File: src/rtl/y86_pkg.sv
// y86_pkg: shared Y-86 icode, ifun, register and condition-code constants
package y86_pkg;
  localparam logic [3:0] I_NOP = 4'h1;
  localparam logic [3:0] I_CMOV = 4'h2;
  localparam logic [3:0] I_OPQ = 4'h6;
  localparam logic [3:0] I_JXX = 4'h7;
  localparam logic [3:0] ALU_ADD = 4'h0;
  localparam logic [3:0] ALU_SUB = 4'h1;
  localparam logic [3:0] ALU_AND = 4'h2;
  localparam logic [3:0] ALU_XOR = 4'h3;
  localparam logic [3:0] C_ALWAYS = 4'h0;
  localparam logic [3:0] C_LE = 4'h1;
  localparam logic [3:0] C_L = 4'h2;
  localparam logic [3:0] C_E = 4'h3;
  localparam logic [3:0] C_NE = 4'h4;
  localparam logic [3:0] C_GE = 4'h5;
  localparam logic [3:0] C_G = 4'h6;
  localparam logic [3:0] REG_NONE = 4'hF;
  localparam logic [2:0] CC_RST = 3'b100;
endpackage

File: src/rtl/cond_eval.sv
// cond_eval: jXX/cmovXX condition from {ZF,SF,OF} and ifun
module cond_eval
  import y86_pkg::*;
(
  input  logic [2:0] cc,
  input  logic [3:0] ifun,
  output logic       cnd
);
  logic zf, sf, of, lt;
  assign {zf, sf, of} = cc;
  assign lt = sf ^ of;
  always_comb begin
    cnd = ifun == C_ALWAYS ? 1'b1 :
          ifun == C_LE     ? lt | zf :
          ifun == C_L      ? lt :
          ifun == C_E      ? zf :
          ifun == C_NE     ? ~zf :
          ifun == C_GE     ? ~lt :
          ifun == C_G      ? ~lt & ~zf : 1'b0;
  end
endmodule

File: src/rtl/execute_cc_stage.sv
// execute_cc_stage: Y-86 execute back end -- flags, CC register, cmov gating and E->M register
module execute_cc_stage #(
  parameter int W = 64,
  parameter logic [2:0] CC_RST = y86_pkg::CC_RST
) (
  input  logic         clk,
  input  logic         rst_n,
  input  logic         e_valid,
  input  logic [3:0]   e_icode,
  input  logic [3:0]   e_ifun,
  input  logic [3:0]   e_dstE,
  input  logic [W-1:0] alu_a,
  input  logic [W-1:0] alu_b,
  input  logic [W-1:0] alu_result,
  input  logic         set_cc_en,
  input  logic         m_stall,
  input  logic         m_bubble,
  output logic [2:0]   cc,
  output logic         e_cnd,
  output logic [3:0]   e_dstE_eff,
  output logic         M_valid,
  output logic [3:0]   M_icode,
  output logic         M_cnd,
  output logic [W-1:0] M_valE,
  output logic [3:0]   M_dstE
);
  import y86_pkg::*;
  logic zf, sf, of, a_s, b_s, r_s;
  assign {a_s, b_s, r_s} = {alu_a[W-1], alu_b[W-1], alu_result[W-1]};
  assign zf = alu_result == '0;
  assign sf = r_s;
  always_comb begin
    of = e_ifun == ALU_ADD ? (a_s == b_s) & (r_s != a_s) :
         e_ifun == ALU_SUB ? (a_s != b_s) & (r_s != b_s) : 1'b0;
  end
  always_ff @(posedge clk) begin
    if (!rst_n)
      cc <= CC_RST;
    else if (e_valid && e_icode == I_OPQ && set_cc_en)
      cc <= {zf, sf, of};
  end
  cond_eval u_cond (.cc(cc), .ifun(e_ifun), .cnd(e_cnd));
  assign e_dstE_eff = (e_icode == I_CMOV && !e_cnd) ? REG_NONE : e_dstE;
  // bubble shares the reset image so downstream sees an ordinary nop
  always_ff @(posedge clk) begin
    if (!rst_n || m_bubble) begin
      M_valid <= 1'b0;
      M_icode <= I_NOP;
      M_cnd   <= 1'b0;
      M_valE  <= '0;
      M_dstE  <= REG_NONE;
    end else if (!m_stall) begin
      M_valid <= e_valid;
      M_icode <= e_valid ? e_icode : I_NOP;
      M_cnd   <= e_cnd;
      M_valE  <= alu_result;
      M_dstE  <= e_dstE_eff;
    end
  end
endmodule

File: config.mk
export PLATFORM = sky130hd
export DESIGN_NAME = execute_cc_stage
export DESIGN_NICKNAME = d
export VERILOG_FILES = /design/src/rtl/y86_pkg.sv /design/src/rtl/cond_eval.sv /design/src/rtl/execute_cc_stage.sv
export SDC_FILE = /design/constraint.sdc
export NUM_CORES = 1
export LEC_CHECK = 0
export ABC_AREA = 0
export CAP_MARGIN = 30
export CORE_AREA = 2 2 113 115
export DETAILED_ROUTE_END_ITERATION = 10
export DIE_AREA = 0 0 115 117
export PLACE_DENSITY = 0.71
export RECOVER_POWER = 50
export SYNTH_ARGS = -nofsm -noshare
export SYNTH_HDL_FRONTEND = slang
export SYNTH_SLANG_ARGS = --single-unit
File: constraint.sdc
create_clock -name clk -period 1.8 [get_ports clk]
set_input_delay 0.45 -clock clk [delete_from_list [all_inputs] [get_ports clk]]
set_output_delay 0.45 -clock clk [all_outputs]
set_load 0.01 [all_outputs]
==> metrics.cfg, run 1 <==
[run_status]
status=complete, but fails checks
violations=negative setup slack

[floorplan]
die_area_um2=13500
initial_core_util_pct=24.7
ios=292
core-area_um2=12300
die_x_um=115
num_rows=41
die_h_um=117

[sta]
skew_ns=0.00814
setup_viol=6
period_minus_slack_ns=2.31
slew_headroom_pct=63.1
hold_viol=0
drv_slew=0
period_share_pct=128
holdWs_ns=0.424
final.setup.tns_ns=-2.45
worstMarginPinSlew_ns=0.554
fmax_mhz=434
setup_ws_ns=-0.505
rsz0062_at_grt=yes

[logic_synthesis]
ys_types=29
syn_area_um2=3040
synthFlopType=dfxtp_1
synthArstFlopShare_pct=0
yosys_warnings=0
synthCells=304
yosysTopAreaCellShare_pct=50.8
synth_edf_count=0
synth_seq_area_share_pct=50.8
synth_top_cell_by_area=dfxtp_1
avgSynthCellArea_um2=9.98
yosys-top-cells-area=dfxtp_1, mux2i_1, nor2_1
syn_nets=514
synth-seq-cells=77

[hold_path]
hp-class=input port to flip-flop

[power_and_ir_drop]
powerDensity_nw_per_um2=755
leakage_nw=2.38
total_power_mw=4.27
vdd_drop_max_mv=0.492

[critical_path]
cp_cell_sequence=clkdlybuf4s15_1 -> nor2b_1 -> a221o_1 -> a221oi_4 -> buf_4 -> nor2_2 -> buf_6
crit_family=compound AO/OA/AOI/OAI gates
end_kind=output pin
critPathMaxFanout=3
cp-start-kind=input port
crit_arrival_ns=1.86
required_ns=1.35
crit_type=input port to output pin
cpPeakStageDelay_ns=0.35
cpMaxStageDelayCell=a221o_1
path_buf_inv=3

[layout]
fin_nets=725
area_delta_synth_final_pct=86.4
drive_gt1_share_pct=19.1
utilization_pct=45.9
fillers=1187

[routing]
via_count=2973
firstDrtPassIters=4
dr.first_iter.drc_count=66
viasPerCell=4.44
antenna_left=0
post_drt_wl_per_cell_um=14.8
route.detailed.drc=0
drt_wl_total_um=9930

[global_route]
grt_max_degree=45
first_global_vias=2959
grt_overflow=0
grtUsageTotal_pct=14.3
grt_antenna_before_repair=1
grt_pass1_wl_um=15000

[clock_network]
clk_pin_slew_ns=0.06
cts_max_level=3
clk_latency_ns=0.32
clock-sinks=77
cts_buffers=9
cts_tree=yes
clockBufferDepth=2
root_buffer=clkbuf_16

[job]
cap_violations=0

[place]
place.detailed.hpwl_um=7810
gp_congestion=0.769
io_buffers=165

-- final cells by class --
type	count	area (µm²)	share of cell area (%)
multi-input cells	208	1550	27.4
flip-flops and latches	77	1540	27.3
diodes	1	2.50	0.0442
clock inverters	5	61.3	1.08
clock buffers	10	239	4.22
inverters	1	3.75	0.0664
well taps	150	188	3.32
repair buffers	218	2070	36.5
-- through the flow --
| stage | cells | instance area (µm²) | worst slack, ns |
|---|---|---|---|
| floorplan | 304 | 3040 | -0.100 |
| global placement | 654 | 5230 | -1.16 |
| detailed placement | 654 | 5230 | -1.16 |
| CTS | 669 | 5580 | -0.553 |
| global route | 670 | 5660 | -0.565 |
| finish | 670 | 5660 | -0.505 |
-- metal layers --
| metal | global-route usage (%) | vias up | share of wire, % |
|---|---|---|---|
| met5 | 0 | - | 0 |
| met4 | 3.69 | 0 | 1.2 |
| met3 | 5.77 | 9 | 10 |
| met2 | 22.6 | 138 | 44 |
| met1 | 18.4 | 1346 | 44 |
| li1 | - | 1480 | - |
-- registers in the layout (all words and copies together), names as in the netlist --
name / count
M_valE: 64
M_dstE: 4
M_icode: 4
cc: 3
M_cnd: 1
M_valid: 1
-- cells by family after synthesis --
logic type / after synthesis / synth area share (%)
muxes: 67 / 22.1
AOI/OAI and AO/OA: 15 / 4.45
and+or+nand+nor: 124 / 19.5
buffers and inverters: 19 / 2.64
DFF: 77 / 50.8
xor gates and xnor gates: 2 / 0.577
-- cell usage after synthesis (all sizes together) (2+ instances only) --
master / count
a21oi: 6
a22oi: 2
buf: 10
clkbuf: 8
dfxtp: 77
mux2i: 67
nand2: 6
nand2b: 10
nand4: 4
nor2: 72
nor2b: 3
nor3: 5
nor3b: 4
nor4: 18
-- repair_timing --
item / CTS / global route
buffers inserted: 0 / 1
setup endpoints to repair: 11 / 9
gates resized for setup: 47 / 28
hold buffers: 0 / 0
pin swaps: 10 / 15
-- tightest hold or removal path: stages --
cell            delay (ns)
dlymetal6s2s_1        0.11
mux2i_1               0.08
nor2_1                0.07
-- placed cells by master (no fill, tap or decap), types with 4 or more instances in the layout --
master	count
dlymetal6s2s_1	14
nor4_2	15
nand4_1	4
clkdlybuf4s50_1	129
a21oi_2	4
dlygate4sd2_1	11
mux2i_1	67
buf_2	4
nand2b_1	10
nand2_1	6
buf_4	47
nor3_1	5
dfxtp_1	75
nor3b_1	4
nor2_1	71
clkbuf_16	9
-- power breakdown --
part | switching (mW) | total [mW] | internal [mW]
clock network | 0.687 | 1.79 | 1.10
logic | 0.280 | 0.690 | 0.409
registers | 0.0287 | 1.79 | 1.76
total | 0.997 | 4.27 | 3.27
-- worst paths after layout --
kind | startpoint | to | slack [ns] | depth (start not counted)
max | e_ifun[0] | e_cnd | -0.51 | 7
min | alu_result[55] | M_valE[55]$_SDFFE_PP0N_ | 0.42 | 3
max reg2reg | cc[0]$_SDFFE_PN0P_ | M_cnd$_SDFFE_PP0N_ | 0 | 7
min reg2reg | M_valid$_SDFFE_PP0N_ | M_valid$_SDFFE_PP0N_ | 0.49 | 2
Power figures use the tool's default switching activity.
==> inputs of run 2 (changes only) <==
--- a/config.mk
+++ b/config.mk
@@ -5,7 +5,6 @@
 export SDC_FILE = /design/constraint.sdc
 export NUM_CORES = 1
 export LEC_CHECK = 0
-export ABC_AREA = 0
 export CAP_MARGIN = 30
 export CORE_AREA = 2 2 113 115
 export DETAILED_ROUTE_END_ITERATION = 10
==> results of run 2 <==
Final layout, timing and power as in run 1 (identical DEF).
